**config.mk**
```make
export PLATFORM = sky130hd
export DESIGN_NAME = huffman_bit_packer
export DESIGN_NICKNAME = d
export VERILOG_FILES = /design/src/rtl/huffman_pkg.sv /design/src/rtl/huffman_bit_buffer.sv /design/src/rtl/huffman_bit_packer.sv
export SDC_FILE = /design/constraint.sdc
export NUM_CORES = 1
export LEC_CHECK = 0
export CAP_MARGIN = 20
export CORE_UTILIZATION = 40
export DETAILED_ROUTE_END_ITERATION = 8
export GPL_TIMING_DRIVEN = 0
export HOLD_SLACK_MARGIN = 0.06
export MAX_ROUTING_LAYER = met4
export PLACE_DENSITY = 0.75
export SETUP_SLACK_MARGIN = 0.2
export SYNTH_ARGS = -nofsm -noshare
export SYNTH_HDL_FRONTEND = slang
export SYNTH_SLANG_ARGS = --single-unit
```
**constraint.sdc**
```tcl
create_clock -name clock -period 3.75 [get_ports clock]
set_input_delay 0.5625 -clock clock [delete_from_list [all_inputs] [get_ports clock]]
set_output_delay 0.5625 -clock clock [all_outputs]
set_load 0.03 [all_outputs]
```
**src/rtl/huffman_pkg.sv**
```systemverilog
// Shared widths and state encoding for the Huffman encoder and its bit packer.
package huffman_pkg;

    localparam int DEF_CODE_W = 8;
    localparam int DEF_LEN_W  = 4;
    localparam int DEF_WORD_W = 16;

    typedef enum logic {
        ST_RUN,
        ST_FLUSH
    } state_t;

endpackage

```
**src/rtl/huffman_bit_buffer.sv**
```systemverilog
// Left-aligned bit buffer: optional word pop (shift left) followed by a masked
// insert of the new code directly behind the bits that remain after the pop.
module huffman_bit_buffer #(
    parameter int CODE_W = 8,
    parameter int LEN_W  = 4,
    parameter int WORD_W = 16,
    parameter int BUF_W  = 32,
    parameter int CNT_W  = 6
) (
    input  logic              clock,
    input  logic              reset_n,
    input  logic              pop,
    input  logic              accept,
    input  logic [CNT_W-1:0]  rem,
    input  logic [CODE_W-1:0] code_in,
    input  logic [LEN_W-1:0]  length_in,
    output logic [BUF_W-1:0]  bits
);

    localparam int SUM_W = CNT_W + 1;

    logic [BUF_W-1:0] shifted;
    logic [BUF_W-1:0] code_mask;
    logic [BUF_W-1:0] insert;
    logic [SUM_W-1:0] offset;

    always_comb begin
        shifted   = pop ? (bits << WORD_W) : bits;
        code_mask = (BUF_W'(1) << length_in) - BUF_W'(1);
        // Only meaningful on accept, where rem + length_in <= BUF_W.
        offset    = SUM_W'(BUF_W) - {1'b0, rem} - SUM_W'(length_in);
        insert    = (BUF_W'(code_in) & code_mask) << offset;
    end

    always_ff @(posedge clock or negedge reset_n) begin
        if (!reset_n) begin
            bits <= '0;
        end else begin
            bits <= accept ? (shifted | insert) : shifted;
        end
    end

endmodule

```
**src/rtl/huffman_bit_packer.sv**
```systemverilog
// Packs the encoder's variable-length codes MSB-first into WORD_W words, with a
// flush that emits the zero-padded tail word and pulses flush_done.
module huffman_bit_packer
    import huffman_pkg::*;
#(
    parameter int CODE_W = DEF_CODE_W,
    parameter int LEN_W  = DEF_LEN_W,
    parameter int WORD_W = DEF_WORD_W
) (
    input  logic              clock,
    input  logic              reset_n,
    input  logic              in_valid,
    input  logic [CODE_W-1:0] code_in,
    input  logic [LEN_W-1:0]  length_in,
    input  logic              flush,
    input  logic              out_ready,
    output logic              out_valid,
    output logic [WORD_W-1:0] out_word,
    output logic              out_last,
    output logic              flush_done,
    output logic [LEN_W+1:0]  bit_count,
    output logic              error
);

    localparam int BUF_W = 2 * WORD_W;
    localparam int CNT_W = LEN_W + 2;
    localparam int SUM_W = CNT_W + 1;
    localparam logic [CNT_W-1:0] WORD_CNT = CNT_W'(WORD_W);
    localparam logic [LEN_W-1:0] LEN_MAX  = LEN_W'(CODE_W);

    state_t           state;
    logic [CNT_W-1:0] count;
    logic [BUF_W-1:0] buf_bits;
    logic             err_q;
    logic             done_q;

    logic             have_word;
    logic             tail;
    logic             pop;
    logic [CNT_W-1:0] rem;
    logic             fits;
    logic             accept;
    logic [CNT_W-1:0] next_count;

    // Outputs decode purely from registered state; in_* only affect the next edge.
    always_comb begin
        have_word  = (count >= WORD_CNT);
        tail       = (state == ST_FLUSH) && (count != '0) && !have_word;
        out_valid  = have_word | tail;
        out_last   = tail;
        out_word   = buf_bits[BUF_W-1 -: WORD_W];
        pop        = out_valid & out_ready;
        rem        = !pop ? count : (tail ? '0 : count - WORD_CNT);
        fits       = ({1'b0, rem} + SUM_W'(length_in)) <= SUM_W'(BUF_W);
        accept     = in_valid && (state == ST_RUN) && (length_in <= LEN_MAX) && fits;
        next_count = accept ? rem + CNT_W'(length_in) : rem;
    end

    huffman_bit_buffer #(
        .CODE_W (CODE_W),
        .LEN_W  (LEN_W),
        .WORD_W (WORD_W),
        .BUF_W  (BUF_W),
        .CNT_W  (CNT_W)
    ) u_buffer (
        .clock     (clock),
        .reset_n   (reset_n),
        .pop       (pop),
        .accept    (accept),
        .rem       (rem),
        .code_in   (code_in),
        .length_in (length_in),
        .bits      (buf_bits)
    );

    always_ff @(posedge clock or negedge reset_n) begin
        if (!reset_n) begin
            state  <= ST_RUN;
            count  <= '0;
            err_q  <= 1'b0;
            done_q <= 1'b0;
        end else begin
            count  <= next_count;
            err_q  <= err_q | (in_valid & ~accept);
            done_q <= 1'b0;
            case (state)
                ST_RUN: begin
                    // A flush that leaves nothing buffered completes without a word.
                    if (flush) begin
                        if (next_count == '0) begin
                            done_q <= 1'b1;
                        end else begin
                            state <= ST_FLUSH;
                        end
                    end
                end
                ST_FLUSH: begin
                    if (next_count == '0) begin
                        done_q <= 1'b1;
                        state  <= ST_RUN;
                    end
                end
                default: state <= ST_RUN;
            endcase
        end
    end

    assign flush_done = done_q;
    assign error      = err_q;
    assign bit_count  = count;

endmodule

```
-- After elaboration in Yosys (flattened, before gate mapping)
Index checks and enable logic that the tools add are counted.
- add/sub/neg operators: 6
- magnitude comparators: 3
- shift-type cells: 2
- multiplexer cells: 11
- bitwise operators: 8
- reductions and logical operators: 8
- operators with widths (kind ; number):
    $mux W32 ; 2
    $and A8 B32 Y32 ; 1
    $or A32 B32 Y32 ; 1
    $shl A1 B4 Y32 const A ; 1
    $shl A32 B7 Y32 ; 1
    $sub A32 B2 Y32 const B ; 1
    $mux W6 ; 3
    $add A6 B4 Y7 ; 1
    $le A7 B6 Y1 const B ; 1
    $sub A6 B6 Y7 const A ; 1
    $sub A7 B4 Y7 ; 1
    $add A6 B4 Y6 ; 1
    $ge A6 B5 Y1 const B ; 1
    $logic_not A6 Y1 ; 1
    $reduce_bool A6 Y1 ; 1
    $sub A6 B5 Y6 const B ; 1
    $logic_and A1 B1 Y1 ; 5
    $le A4 B4 Y1 const B ; 1
    $mux W1 ; 4
    $pmux W1 S2 ; 2
    $and A1 B1 Y1 ; 2
    $not A1 Y1 ; 2
    $or A1 B1 Y1 ; 2
    $logic_not A1 Y1 ; 1
- register bits after elaboration: 41
- bits of input ports: 17
- output and inout bits: 26

-- Longest topological paths before layout
- word-level depth: 14
- mapped depth: 18
- mapped depth without buffers: 17

-- Modules after synthesis
A second synthesis with hierarchy kept.
- cells, all modules: 375
- area total of the unflattened synthesis: 3388.2 um^2
- modules (own cells, without submodules) (module ; times used ; cells each ; area each (um^2) ; sequential area each (um^2)):
    huffman_bit_buffer ; 1 ; 279 ; 2544.9 ; 800.8
    huffman_bit_packer ; 1 ; 96 ; 843.3 ; 225.2

-- Worst setup path after synthesis
OpenSTA, ideal clock, no wires.
- path type: reg2reg
- start: reg count[5], in the netlist bit_count[5]
- end: reg u_buffer.bits[21]
- library setup time: 0.087 ns
- arrival time: 3.919 ns
- data required time: 3.663 ns
- slack: -0.256 ns
- stages on the path, launching flop included: 18
- path buffers: 0
- path through: dfrtp_1 inv_1 ha_1 and2_1 nand2_1 nand2_1 inv_1 ha_1 inv_1 ha_1 fa_1 a21o_1 a21oi_1 xnor2_1 nor4_1 o21ai_2 or4_1 o211ai_1
- word-level cells in the longest chain between the ends: 11
- elaborated cells between the ends (all ways): 19
- ends and longest elaborated chain (what ; RTL line ; source):
    from (decl) ; huffman_bit_packer.sv:32 ; logic [CNT_W-1:0] count;
    from (signal assigned) ; huffman_bit_packer.sv:83 ; count <= next_count;
    $ge A6 B5 Y1 or $reduce_bool A6 Y1 (tied branches) ; huffman_bit_packer.sv:47, huffman_bit_packer.sv:48 ;
    $logic_not A1 Y1 or $logic_and A1 B1 Y1 (tied branches) ; huffman_bit_packer.sv:48 ; tail = (state == ST_FLUSH) && (count != '0) && !have_word;
    $logic_and A1 B1 Y1 (*) ; huffman_bit_packer.sv:48 ;
    net out_last ; huffman_bit_packer.sv:19 ; output logic out_last,
    $or A1 B1 Y1 ; huffman_bit_packer.sv:49 ; out_valid = have_word | tail;
    $and A1 B1 Y1 ; huffman_bit_packer.sv:52 ; pop = out_valid & out_ready;
    $mux W6 ; huffman_bit_packer.sv:53 ; rem = !pop ? count : (tail ? '0 : count - WORD_CNT);
    $sub A6 B6 Y7 ; huffman_bit_buffer.sv:31 ; offset = SUM_W'(BUF_W) - {1'b0, rem} - SUM_W'(length_in);
    $sub A7 B4 Y7 ; huffman_bit_buffer.sv:31 ;
    $shl A32 B7 Y32 ; huffman_bit_buffer.sv:32 ; insert = (BUF_W'(code_in) & code_mask) << offset;
    $or A32 B32 Y32 ; huffman_bit_buffer.sv:39 ; bits <= accept ? (shifted | insert) : shifted;
    $mux W32 (*) ; huffman_bit_buffer.sv:39 ;
    to (signal assigned) ; huffman_bit_buffer.sv:39 ;
    to (decl) ; huffman_bit_buffer.sv:17 ; output logic [BUF_W-1:0] bits
The timed path passes the listed nets; every way through them passes the cells marked *.

-- Final worst setup path
- start: reg count[1], in the netlist bit_count[1]
- end: reg u_buffer.bits[22]
- word-level cells in the longest chain between the ends: 11
- elaborated cells between the ends (all ways): 19
- ends and longest elaborated chain (what ; RTL line):
    $ge A6 B5 Y1 or $reduce_bool A6 Y1 (tied branches) ; huffman_bit_packer.sv:47, huffman_bit_packer.sv:48
    $logic_not A1 Y1 or $logic_and A1 B1 Y1 (tied branches) ; huffman_bit_packer.sv:48
    $logic_and A1 B1 Y1 ; huffman_bit_packer.sv:48
    $or A1 B1 Y1 ; huffman_bit_packer.sv:49
    $and A1 B1 Y1 ; huffman_bit_packer.sv:52
    $mux W6 ; huffman_bit_packer.sv:53
    $sub A6 B6 Y7 ; huffman_bit_buffer.sv:31
    $sub A7 B4 Y7 ; huffman_bit_buffer.sv:31
    $shl A32 B7 Y32 ; huffman_bit_buffer.sv:32
    $or A32 B32 Y32 ; huffman_bit_buffer.sv:39
    $mux W32 (*) ; huffman_bit_buffer.sv:39
Mark *: on every way between the ends. The rest lies on a longest branch, timed or not.

==> results.md <==
- The flow ran to the end, and the final reports show no timing, DRC or antenna violations.
- The clock tree synthesis step divided the H-tree into 2 levels.
- For this run, the total global-route usage over all layers was measured as 0.209.
- The area of the core is 7730 µm².
- The insertion delay of the later-clocked pin in the worst-skew pair is 290 ps.
- The sum of overflow across all layers after global routing is 0.
- The detailed-route wire length per cell is 15.7 µm.
- Yosys mapped a number of flops with a built-in enable equal to 0.
- Power spread over the standard cell area amounts to 924 nW/µm².
- The ratio of routed vias to standard cells is 5.63.
- The initial antenna violation count is 0.
- The leading cell type by number of instances after synthesis is nand2_1.
- The complex-gate fraction of the synthesized area came to 0.280.
- The clock network fraction of design power is 0.074.
- Setup repair after global routing could not meet its margin everywhere.
- The slowest stage cell on the critical path is o41a_1.
- Timing analysis after detailed placement gives a worst setup slack of -632 ps.
- For this run, design rule violations remaining after detail routing come to 0.
- The worst stage delay on the critical path is 470 ps.
- The routed via count is 3156.
- Fill cells in the final layout number 686.
- Data arrives at the worst endpoint at 3810 ps.
- The detailed-router iteration count before antenna repair is 5.
- The number of failing hold endpoints at the final stage is 0.
- The number of antenna diodes in the final layout is 0.
- The count of buffers inserted at the top-level ports is 42.
- The internal power of the cells totals 2020 µW.
- The total CTS buffers is 5.
- In the synthesized netlist the async set-or-reset flop fraction comes to 1.00.
- The main combinational cell family by area after synthesis is compound AO/OA/AOI/OAI gates.
- The die covers 8380 µm².
- The slew at the pin with the worst max-slew slack is 923 ps.
- The first global-routing pass estimated 13800 µm of wire.
- The starting utilization of the core area is 0.415.
- Compared with the post-synthesis result, the final layout area differs by 38.2%.
- After clock tree synthesis, the clock-pin slew on the worst setup and hold paths is 80 ps.
- After the first detailed-routing iteration, the DRC count stood at 208.
- The type of the most critical hold path is input pin to asynchronous set/reset pin.
- Setup violations remaining at the end of the flow were counted as 0.
- The flip-flop and latch count after synthesis is 41.
- The clock drives 41 sinks.
- The type of origin of the critical path is a flop.
- In this run the worst path has a maximum fanout of 5.
- Max-cap violations in this run came to 0.
- The largest net degree at the start of global routing is 42.
- The final net count is 493.
- The portion of total power attributed to combinational logic is 0.778.
- The register area is 1030 µm².
- The maximum clock insertion buffer count is 2.
- The routed length on met1 is 4270 µm.
- The signal on the critical path passes through o41a_1, and2_4, nand2_4, and2_4, ha_4, inv_2, fa_2, xor2_2, nor2b_4, o21a_1, a32o_2, o211a_1, buf_6, and3_4, a311o_1.
- In this run the count of I/O pins placed on the die edge is 43.
- In the synthesized netlist the dominant register cell turns out to be dfrtp_1.
- Of the total power, registers draw 0.148.
- The multi-input logic area is 2240 µm².
- Of the total synthesized cell area, the portion taken by full adders, half adders and majority gates is 0.0749.
- Summed over all nets, the switching power comes to 2070 µW.
- The die is 91.6 µm wide.
- The required time of the critical path is 3920 ps.
- STA classifies the critical path endpoint as a flop.
- The highest metal layer carrying signal wires in the routed design is met4.
- Based on the critical path, the design can be clocked at up to 0.275 GHz.
- The length of routed met2 wiring is 4200 µm.
- The critical path contains buffers and inverters numbering 2 combined.
- The analysis attributes to cell leakage a power of 0.00187 µW.
- After synthesis, the most frequently instantiated cells are 45 x nand2_1, 41 x dfrtp_1, 35 x nor2_1.
- The clock period minus final worst setup slack is 3640 ps.
- The final-report max-slew violation count was 0.
- The aggregate routed wire length is 8830 µm.
- The post-placement cell area is 3800 µm².
- Of the post-synthesis cell area, the part taken by muxes is 0.0218.
- The post-synth design cell area is 3210 µm².
- Detailed routing placed a total of 298 µm of wire on met3.
- The cell area after layout is 4430 µm².
- For the final database, setup skew stands at 7.99 ps.
- Each instance of the synthesized netlist takes up on average 8.40 µm².
- The HPWL reported at the end of detailed placement is 6270 µm.
- Synthesis produced a netlist with a net count of 417.
- Grouping stages by cell kind, the critical path spends the most delay in compound AO/OA/AOI/OAI gates.
- The switching portion of total power is 0.506.
- The sequential area share after synthesis is 0.320.
- The number of global-route vias before repair is 2872.
- IR analysis of the VDD net gives a maximum drop of 0.390 mV.
- Row generation in the floorplan step produced 32 rows.
- The share of synthesized area in the top cell type comes to 0.320.
- In this run the vertical extent of the chip is 91.6 µm.
- Synthesis handed over a netlist of 382 instances.
- The cell at the root of the clock tree is clkbuf_8.
- The yosys synthesis warning count is 0.
- The weighted congestion at the end of routability-driven global placement is 0.887.
- In the post-synthesis netlist, the biggest area contributors are dfrtp_1 32%, ha_1 6.2%, nand2_1 5.3%.
- Among the stages of the critical path, the cell type that occurs most often is and2_4.
- The worst setup slack after layout is 112 ps.
- The residual antenna-violating net count after detailed routing is 0.
- The critical path is of the flop to flop type.
- The post-route clock period utilization is 0.970.
- Of the total synthesized cell area, the portion taken by AND, OR, NAND and NOR gates is 0.191.
- TritonCTS built the clock tree.
- The post-synthesis xor/xnor area fraction is 0.0273.
- In the final layout, the share of cells above drive strength 1 is 0.318.
- The relative slew slack is 0.385.
- The largest total area in the synthesized netlist belongs to dfrtp_1.
- The count of distinct cell types in the synthesized netlist is 67.
per-layer routing:
| layer | vias up | GRT usage |
|---|---|---|
| met4 | 0 | 0.0423 |
| met2 | 93 | 0.336 |
| met5 | - | - |
| met1 | 1526 | 0.287 |
| li1 | 1533 | - |
| met3 | 4 | 0.0184 |
per-stage QoR:
stage	cells	util	power (µW)	setup TNS (ps)	hold WS, ps
after global placement	526	0.492	3020	-9370	439
after CTS	541	0.516	3450	0	422
after detailed placement	526	0.492	3050	-10340	445
after global routing	561	0.574	4360	0	473
after floorplan	382	-	2410	0	267
final	561	0.574	4100	0	402
layout make-up:
cell class,count,area share
well taps,102,0.0288
inverters,19,0.0161
flip-flops and latches,41,0.233
clock buffers,6,0.0186
multi-input cells,286,0.505
plain buffers,36,0.0562
repair buffers,69,0.140
clock inverters,2,0.00310
cells in the final DEF, fill, tap and decap left out, drive strengths merged, types with 3 or more instances in the layout:
cell type,count
a211oi,3
a21o,5
a21oi,11
a22o,3
a22oi,3
a31oi,7
a32o,3
and2,5
and3,4
buf,52
clkbuf,18
clkdlybuf4s50,41
dfrtp,41
ha,16
inv,19
mux2i,7
nand2,45
nand2b,5
nand3,9
nor2,35
nor2b,5
nor3,5
nor4,3
o211ai,8
o21a,6
o21ai,29
o22ai,7
o311ai,5
o31ai,11
xnor2,7
xor2,3
timing repair:
action,in CTS,in global routing
pin swaps,5,21
setup endpoints to repair,34,38
cloned,0,2
resized for setup,15,101
setup buffers,7,18
hold buffers,0,0
power by group through the flow:
stage	clock network (µW)	logic, µW	registers [µW]
after floorplan	0	1750	663
after global placement	0	2410	615
after detailed placement	0	2430	619
after CTS	310	2540	606
after global routing	327	3420	619
final	305	3190	604
logic make-up (layout without fill, tap and decap cells):
group,count (synthesis),after routing
buffers and inverters,55,132
AO/OA/AOI/OAI,123,123
adder cells (fa/ha/maj),18,18
multiplexers,7,7
flip-flops,41,41
AND/OR/NAND/NOR,128,128
XOR/XNOR,10,10
registers in the layout, indices dropped and copies added (netlist names):
| signal | count |
|---|---|
| error | 1 |
| u_buffer.bits | 32 |
| state | 1 |
| bit_count | 6 |
| flush_done | 1 |
path summary, 6_finish.rpt:
path                                              from                           to  slack [ps]  cells after the start
worst max-delay path            bit_count[1]$_DFF_PN0_  u_buffer.bits[22]$_DFF_PN0_         110                     15
worst min-delay path                           reset_n              error$_DFF_PN0_         400                      1
worst max register to register  bit_count[1]$_DFF_PN0_  u_buffer.bits[22]$_DFF_PN0_         110                     15
worst min register to register         error$_DFF_PN0_              error$_DFF_PN0_         460                      1
max in group asynchronous                      reset_n       bit_count[4]$_DFF_PN0_        2710                      1
min in group clock                     error$_DFF_PN0_              error$_DFF_PN0_         460                      1
(Power assumes the default switching activity.)
